<file path="config.mk">
export PLATFORM = sky130hd
export DESIGN_NAME = hysteresis_track
export DESIGN_NICKNAME = d
export VERILOG_FILES = /design/src/rtl/hysteresis_track.sv
export SDC_FILE = /design/constraint.sdc
export NUM_CORES = 2
export LEC_CHECK = 0
export BUFFER_PORTS_ARGS = -buffer_cell sky130_fd_sc_hd__buf_2
export CAP_MARGIN = 25
export CELL_PAD_IN_SITES_DETAIL_PLACEMENT = 0
export CELL_PAD_IN_SITES_GLOBAL_PLACEMENT = 2
export CORE_ASPECT_RATIO = 1.75
export CORE_UTILIZATION = 43
export CTS_CLUSTER_DIAMETER = 120
export DETAILED_ROUTE_END_ITERATION = 6
export MAX_ROUTING_LAYER = met4
export PLACE_DENSITY = 0.81
export SLEW_MARGIN = 40
export SYNTH_ARGS = -nofsm -noshare
export SYNTH_HDL_FRONTEND = slang
export SYNTH_SLANG_ARGS = --single-unit
export TNS_END_PERCENT = 5
</file>
<file path="constraint.sdc">
create_clock -name clk -period 10.97 [get_ports clk]
set_input_delay 1.6455 -clock clk [delete_from_list [all_inputs] [get_ports clk]]
set_output_delay 1.6455 -clock clk [all_outputs]
set_load 0.05 [all_outputs]
</file>
<file path="src/rtl/hysteresis_track.sv">
// rtl/hysteresis_track.sv - Canny hysteresis stage: 3x3 weak/strong edge tracking over two line buffers
module hysteresis_track #(
    parameter int IMG_WIDTH  = 640,
    parameter int IMG_HEIGHT = 480
) (
    input  logic       clk,
    input  logic       rst_n,
    input  logic       in_valid,
    output logic       in_ready,
    input  logic       in_sof,
    input  logic [7:0] in_pix,
    output logic       out_valid,
    output logic [7:0] out_pix,
    output logic       out_eof
);
    localparam int CW = $clog2(IMG_WIDTH);
    localparam int RW = $clog2(IMG_HEIGHT);
    localparam int FW = $clog2(IMG_WIDTH + 1);
    localparam logic [CW-1:0] COL_LAST   = CW'(IMG_WIDTH - 1);
    localparam logic [RW-1:0] ROW_LAST   = RW'(IMG_HEIGHT - 1);
    localparam logic [FW-1:0] FLUSH_LAST = FW'(IMG_WIDTH);

    typedef enum logic [1:0] {IDLE, FILL, RUN, FLUSH} state_t;
    state_t state, state_nx;

    logic            ready_q;
    logic [1:0]      lb_a [IMG_WIDTH];
    logic [1:0]      lb_b [IMG_WIDTH];
    logic [2:0][1:0] win_top, win_mid, win_bot;
    logic [2:0][1:0] nx_top, nx_mid, nx_bot;
    logic [CW-1:0]   icol, ocol, col_sel;
    logic [RW-1:0]   irow, orow;
    logic [FW-1:0]   fcnt;

    logic       xfer, sof_xfer, step, emit, last_in, fill_done, edge_hit;
    logic       has_up, has_dn, has_l, has_r;
    logic [1:0] in_cls, new_top, new_mid, new_bot;
    logic [7:0] strong_map;
    logic       unused_hi;

    assign unused_hi = ^in_pix[7:2];
    assign in_ready  = ready_q && (state != FLUSH);
    assign xfer      = in_valid && in_ready;
    assign sof_xfer  = xfer && in_sof;
    assign in_cls    = (in_pix[1:0] == 2'd3) ? 2'd0 : in_pix[1:0];
    assign step      = sof_xfer || (xfer && state != IDLE) || (state == FLUSH);
    assign emit      = (state == RUN && xfer && !in_sof) || (state == FLUSH);
    assign last_in   = (irow == ROW_LAST) && (icol == COL_LAST);
    assign fill_done = (irow == RW'(1)) && (icol == '0);

    // A start-of-frame pixel always lands in column 0, whatever the counter held.
    assign col_sel = sof_xfer ? '0 : icol;
    assign new_top = lb_b[col_sel];
    assign new_mid = lb_a[col_sel];
    assign new_bot = (state == FLUSH) ? 2'd0 : in_cls;

    assign nx_top = sof_xfer ? {4'b0, new_top} : {win_top[1], win_top[0], new_top};
    assign nx_mid = sof_xfer ? {4'b0, new_mid} : {win_mid[1], win_mid[0], new_mid};
    assign nx_bot = sof_xfer ? {4'b0, new_bot} : {win_bot[1], win_bot[0], new_bot};

    // Index 0 is the right-hand column, 2 the left; stale or out-of-image taps are masked here.
    assign has_up = (orow != '0);
    assign has_dn = (orow != ROW_LAST);
    assign has_l  = (ocol != '0);
    assign has_r  = (ocol != COL_LAST);

    assign strong_map = {
        has_up && has_l && (nx_top[2] == 2'd2),
        has_up &&          (nx_top[1] == 2'd2),
        has_up && has_r && (nx_top[0] == 2'd2),
                  has_l && (nx_mid[2] == 2'd2),
                  has_r && (nx_mid[0] == 2'd2),
        has_dn && has_l && (nx_bot[2] == 2'd2),
        has_dn &&          (nx_bot[1] == 2'd2),
        has_dn && has_r && (nx_bot[0] == 2'd2)
    };
    assign edge_hit = (nx_mid[1] == 2'd2) || ((nx_mid[1] == 2'd1) && (|strong_map));

    always_comb begin
        state_nx = state;
        case (state)
            IDLE:    if (sof_xfer) state_nx = FILL;
            FILL:    if (sof_xfer) state_nx = FILL;
                     else if (xfer && fill_done) state_nx = RUN;
            RUN:     if (sof_xfer) state_nx = FILL;
                     else if (xfer && last_in) state_nx = FLUSH;
            FLUSH:   if (fcnt == FLUSH_LAST) state_nx = IDLE;
            default: state_nx = IDLE;
        endcase
    end

    always_ff @(posedge clk or negedge rst_n) begin
        if (!rst_n) begin
            state     <= IDLE;
            ready_q   <= 1'b0;
            icol      <= '0;
            irow      <= '0;
            ocol      <= '0;
            orow      <= '0;
            fcnt      <= '0;
            win_top   <= '0;
            win_mid   <= '0;
            win_bot   <= '0;
            out_valid <= 1'b0;
            out_pix   <= 8'h00;
            out_eof   <= 1'b0;
        end else begin
            state     <= state_nx;
            ready_q   <= 1'b1;
            out_valid <= emit;
            out_eof   <= emit && (orow == ROW_LAST) && (ocol == COL_LAST);
            if (emit) out_pix <= edge_hit ? 8'hFF : 8'h00;
            fcnt <= (state == FLUSH) ? fcnt + 1'b1 : '0;

            if (step) begin
                win_top <= nx_top;
                win_mid <= nx_mid;
                win_bot <= nx_bot;
                if (sof_xfer) begin
                    icol <= CW'(1);
                    irow <= '0;
                end else if (icol == COL_LAST) begin
                    icol <= '0;
                    irow <= irow + 1'b1;
                end else begin
                    icol <= icol + 1'b1;
                end
            end

            if (sof_xfer) begin
                ocol <= '0;
                orow <= '0;
            end else if (emit) begin
                if (ocol == COL_LAST) begin
                    ocol <= '0;
                    orow <= (orow == ROW_LAST) ? '0 : orow + 1'b1;
                end else begin
                    ocol <= ocol + 1'b1;
                end
            end
        end
    end

    // Line buffers carry no reset: rows they hold from an earlier frame are masked above.
    always_ff @(posedge clk) begin
        if (step) begin
            lb_a[col_sel] <= new_bot;
            lb_b[col_sel] <= new_mid;
        end
    end
endmodule

</file>
# ---- Word-level counts from Yosys, hierarchy flattened
# Memory sizes are Yosys's and may differ from the RTL's.
# Cells that the tools add are included.
# W data, S select, Z words.
dict set report classes {
  n_addsub 5
  mul 0
  div 0
  order_cmp 0
  n_eq_ne 27
  shifts 0
  muxes 28
  bitwise 0
  reduce_logical 42
}
# op count
set op_table {}
lappend op_table {{$mux W10} 7}
lappend op_table {{$mux W9} 6}
lappend op_table {{$add A10 B1 Y10 const B} 3}
lappend op_table {{$eq A10 B10 Y1 const B} 3}
lappend op_table {{$logic_and A1 B1 Y1} 25}
lappend op_table {{$eq A2 B2 Y1 const B} 12}
lappend op_table {{$add A9 B1 Y9 const B} 2}
lappend op_table {{$eq A9 B9 Y1 const B} 2}
lappend op_table {{$mux W6} 3}
lappend op_table {{$mux W2} 8}
lappend op_table {{$logic_not A10 Y1} 1}
lappend op_table {{$ne A10 B10 Y1 const B} 1}
lappend op_table {{$reduce_bool A10 Y1} 1}
lappend op_table {{$eq A9 B1 Y1 const B} 1}
lappend op_table {{$ne A9 B9 Y1 const B} 1}
lappend op_table {{$reduce_bool A9 Y1} 1}
lappend op_table {{$mux W8} 1}
lappend op_table {{$pmux W2 S4} 1}
lappend op_table {{$reduce_bool A2 Y1} 4}
lappend op_table {{$reduce_or A8 Y1} 1}
lappend op_table {{$eq A2 B1 Y1 const B} 2}
lappend op_table {{$logic_or A1 B1 Y1} 4}
lappend op_table {{$ne A2 B2 Y1 const B} 2}
lappend op_table {{$reduce_and A2 Y1} 2}
lappend op_table {{other kinds (7)} 8}
dict set report word_totals {
  reg_bits 73
  latchBits 0
  ramBits 2560
  romBits 0
  in_bits 12
  output_inout_bits 11
  elab_cells 120
  memories 2
}
# memory words width read_ports rd_clocked_by_memory_dff wr line
set memory_table {}
lappend memory_table {lb_a 640 2 1 0 1 27} ;# logic [1:0] lb_a [IMG_WIDTH];
lappend memory_table {lb_b 640 2 1 0 1 28} ;# logic [1:0] lb_b [IMG_WIDTH];

# ---- Longest topological paths before layout
# An unclocked memory read counts as a cell.
dict set report depth {
  ltp_word 13
  mapped_depth 18
  ltp_nobuf 11
}

# ---- Worst setup path after synthesis
# OpenSTA, ideal clock, no wires.
dict set report synth_path {
  path_type {in2reg}
  start {in in_valid}
  end {mem lb_b[0][0] (data pin)}
  arrival_time_ns 10.760
  slack_ns -1.489
  stages 12
  n_path_buf 4
  path_cell_list {buf_2 > and2_1 > buf_2 > buf_2 > clkbuf_1 > nand3_1 > a222oi_1 > o21ai_0 > nand4_1 > a22oi_1 > a31oi_1 > a211o_1}
}
dict set report synth_via {
  elab_chain_len 4
}
# item line
set synth_rtl {}
lappend synth_rtl {{start, declared} 8} ;# input logic in_valid,
lappend synth_rtl {{$logic_and A1 B1 Y1} 43} ;# assign xfer = in_valid && in_ready;
lappend synth_rtl {{$logic_and A1 B1 Y1} 44} ;# assign sof_xfer = xfer && in_sof;
lappend synth_rtl {{$mux W10} 52} ;# assign col_sel = sof_xfer ? '0 : icol;
lappend synth_rtl {{$mem_v2 Z640 W2} n/a}
lappend synth_rtl {{net new_mid[0]} 37} ;# logic [1:0] in_cls, new_top, new_mid, new_bot;
lappend synth_rtl {{end, declared} 28}
# The timed path passes the listed nets, and every way through them passes these cells.

# ---- Worst setup path in the final report
dict set report layout_path {
  start {reg state[0]}
  end {mem lb_b[496][1] (data pin)}
}
dict set report layout_via {
  elab_chain_len 6
}
# item line
set layout_rtl {}
lappend layout_rtl {{start, declared} 24} ;# state_t state, state_nx;
lappend layout_rtl {{start signal, assigned} 108} ;# state <= state_nx;
lappend layout_rtl {{$ne A2 B2 Y1} 42} ;# assign in_ready = ready_q && (state != FLUSH);
lappend layout_rtl {{$logic_and A1 B1 Y1} 42}
lappend layout_rtl {{$logic_and A1 B1 Y1} 43}
lappend layout_rtl {{$logic_and A1 B1 Y1} 44}
lappend layout_rtl {{$mux W10} 52}
lappend layout_rtl {{$mem_v2 Z640 W2} n/a}
lappend layout_rtl {{net new_mid[1]} 37}
# The timed path passes the listed nets, and every way through them passes these cells.

==> flow_summary.yaml <==
run_status:
  status: "finished with violations"
  violations: "DRC"
clocking:
  cts-root-buf: "clkbuf_16"
  clock_latency_ns: 0.92
  h-tree-depth: 4
  clockBufferDepth: 4
  ctsResizeCount: 0
  post_cts_buffers: 0
  numCtsBuffers: 222
  clkSlewWorstSetupHoldPaths_ns: 0.07
  cts_tree: "done"
  clkSinkCount: 2626
  hold_buffers: 0
sta:
  setup_viol: 0
  tightest_slew_ns: 1.03
  fmax_ghz: 0.131
  finClkSkew_ns: 0.0604
  min_period_over_period: 0.694
  fin_crit_ns: 7.62
  hold_viol: 0
  slew_headroom: 0.316
  final_max_slew_viol_count: 0
  whs_ns: 0.462
  rsz0062_at_grt: "false"
global_routing:
  grt_max_degree: 213
  grt_pass1_wl_um: 566000
  gr-usage-all-layers: 0.343
  grt_overflow: 0
  antenna_found_initial: 36
  grt_pass1_vias: 67105
worst_setup_path:
  slowest_delay_ns: 0.68
  required_ns: 11.48
  cpMaxStageDelayCell: "buf_4"
  start_kind: "flop"
  cp-end-kind: "flop"
  setup.worst_path.class: "flop to flop"
  path_max_fanout: 143
  crit_top_cell: "buf_4"
  path_cells: "a21bo_4 > inv_4 > buf_4 > a21oi_4 > buf_4 > a22oi_1 > o21ai_0 > nor4_1 > a21o_1 > a311oi_2 > a311o_1 > clkinv_8 > buf_4"
  arrival_ns: 8.13
synth:
  yosysWarnings: 0
  yosysTopAreaCell: "edfxtp_1"
  yosys-top-cells-area: "edfxtp_1, mux4_2, nor2_1, mux2i_1, mux2_2"
  syn_inst: 6810
  synth_top_area_share: 0.718
  syn-num-nets: 6832
  synth_edf_count: 2560
  ys_ff_latch: 2626
  yosysSeqAreaShare: 0.733
  synthFlopType: "edfxtp_1"
  synth_cell_types: 85
  synth_area_mm2: 0.107
  async_flop_share: 0.0251
  syn_avg_cell_area_um2: 15.7
place:
  place_area_mm2: 0.112
  place_congestion: 0.975
  detailed_place_hpwl_um: 254000
  io_buffer_count: 16
pwr:
  power_mw: 35.8
  power_density_mw_per_mm2: 299
  irDropWorstVdd_uv: 406
  p_leak_nw: 37.4
final_layout:
  layout-drive-gt1-share: 0.164
  nets: 6801
  area_delta_synth_final_pct: 11.8
  num-fill-cells: 20723
  final_common_cell: "edfxtp_1"
  final_cell_mix: "edfxtp_1, nor2_1, a21oi_1"
  final_area_mm2: 0.120
floorplan:
  num_rows: 242
  die_w_um: 379
  die_y_um: 662
  dieArea_mm2: 0.251
  core_area_mm2: 0.248
  ios: 23
  start_util: 0.432
drt:
  routed_wl_um: 422000
  ant_nets: 0
  drc_errors: 2
  vias: 70523
  routedWlPerCell_um: 41.0
  drt-initial-drc-count: 11523
  first_pass_iters: 7
  vias_per_cell: 6.85
flow_run:
  cap_violations: 0
min_path:
  hold_path.class: "flop to flop"
## metal layers
metal | GRT usage | up-vias | share of wire
met5 | - | - | 0
met4 | 0.300 | 0 | 0.11
met3 | 0.0825 | 1767 | 0.12
met2 | 0.515 | 5789 | 0.46
met1 | 0.382 | 35989 | 0.31
li1 | - | 26978 | -
## final timing paths
path,startpoint,end,slack [ns],cells after the start
max,state[0],lb_b[496][1],3.35,13
min,win_top[2],win_top[2],0.46,2
max reg2reg,state[0],lb_b[496][1],3.35,13
min reg2reg,win_top[2],win_top[2],0.46,2
max in group asynchronous,rst_n,icol[1],9.56,2
min in group asynchronous,rst_n,orow[4],0.55,1
## cell type report
type / instances / area (um2) / area share
antenna: 47 / 118 / 0.000983
inverter: 59 / 265 / 0.00222
timing repair buffer: 288 / 2660 / 0.0222
multi-input combinational: 3582 / 26800 / 0.224
tap: 3294 / 4120 / 0.0344
sequential: 2626 / 78500 / 0.656
clock buffer: 267 / 5840 / 0.0488
clock inverter: 130 / 1350 / 0.0113
## synthesized netlist by cell type (all sizes together), types with 13 or more instances
| cell type | instances |
|---|---|
| a21o | 19 |
| dfrtp | 66 |
| nand3 | 86 |
| o22a | 18 |
| a211o | 19 |
| and3 | 20 |
| nand2 | 228 |
| mux2i | 227 |
| clkbuf | 262 |
| mux4 | 212 |
| a211oi | 80 |
| o2111ai | 14 |
| o21a | 16 |
| o31ai | 24 |
| a2111oi | 17 |
| nor3 | 69 |
| o211ai | 57 |
| a32oi | 13 |
| a2bb2oi | 28 |
| nand2b | 18 |
| a21oi | 280 |
| o221ai | 78 |
| a31oi | 36 |
| inv | 55 |
| nor2b | 32 |
| a221oi | 104 |
| buf | 281 |
| a22o | 18 |
| edfxtp | 2560 |
| a22oi | 74 |
| o2bb2ai | 27 |
| nand4 | 37 |
| or3 | 16 |
| o22ai | 199 |
| nor4 | 25 |
| nor2 | 888 |
| o21ai | 201 |
| xor2 | 20 |
| a221o | 32 |
| mux2 | 160 |
| o32ai | 16 |
## critical path: cells and delay by family, from the launching register on
kind	cells	cell delay, ns
buf+inv	5	3.00
flops	1	0.59
simple gates	1	0.15
compound gates	7	3.11
## flip-flops by register name (all words and copies together) (netlist names)
| signal | flops |
|---|---|
| fcnt | 10 |
| icol | 10 |
| irow | 9 |
| lb_a | 1280 |
| lb_b | 1280 |
| ocol | 10 |
| orow | 9 |
| out_eof | 1 |
| out_pix | 1 |
| out_valid | 1 |
| ready_q | 1 |
| state | 2 |
| win_bot | 4 |
| win_mid | 4 |
| win_top | 4 |
## power breakdown
group          leakage [nW]  switching [mW]  internal, mW  total, mW
Sequential             24.1           0.168          13.7       13.9
Clock                  3.49            3.69          4.42       8.11
Combinational          9.74            10.5          3.26       13.8
## per-stage QoR
stage / setup slack (ns) / std cells / TNS, ns / utilization
after floorplan: -1.34 / 6810 / -856.35 / -
after detailed placement: 3.18 / 9842 / 0 / 0.452
final: 3.35 / 10293 / 0 / 0.483
after global routing: 3.69 / 10277 / 0 / 0.482
after CTS: 3.94 / 10239 / 0 / 0.481
after global placement: 3.08 / 9835 / 0 / 0.451
## cell families after synthesis
logic type	count (synthesis)	share of synthesized area
and+or+nand+nor	1485	0.0597
muxes	599	0.0827
DFF	2626	0.733
other	1	0.0000350
adders and majority gates	10	0.00117
xor gates and xnor gates	28	0.00229
AOI/OAI and AO/OA	1459	0.0952
buffers and inverters	602	0.0255
No activity file was read; power rests on OpenSTA's default activity.
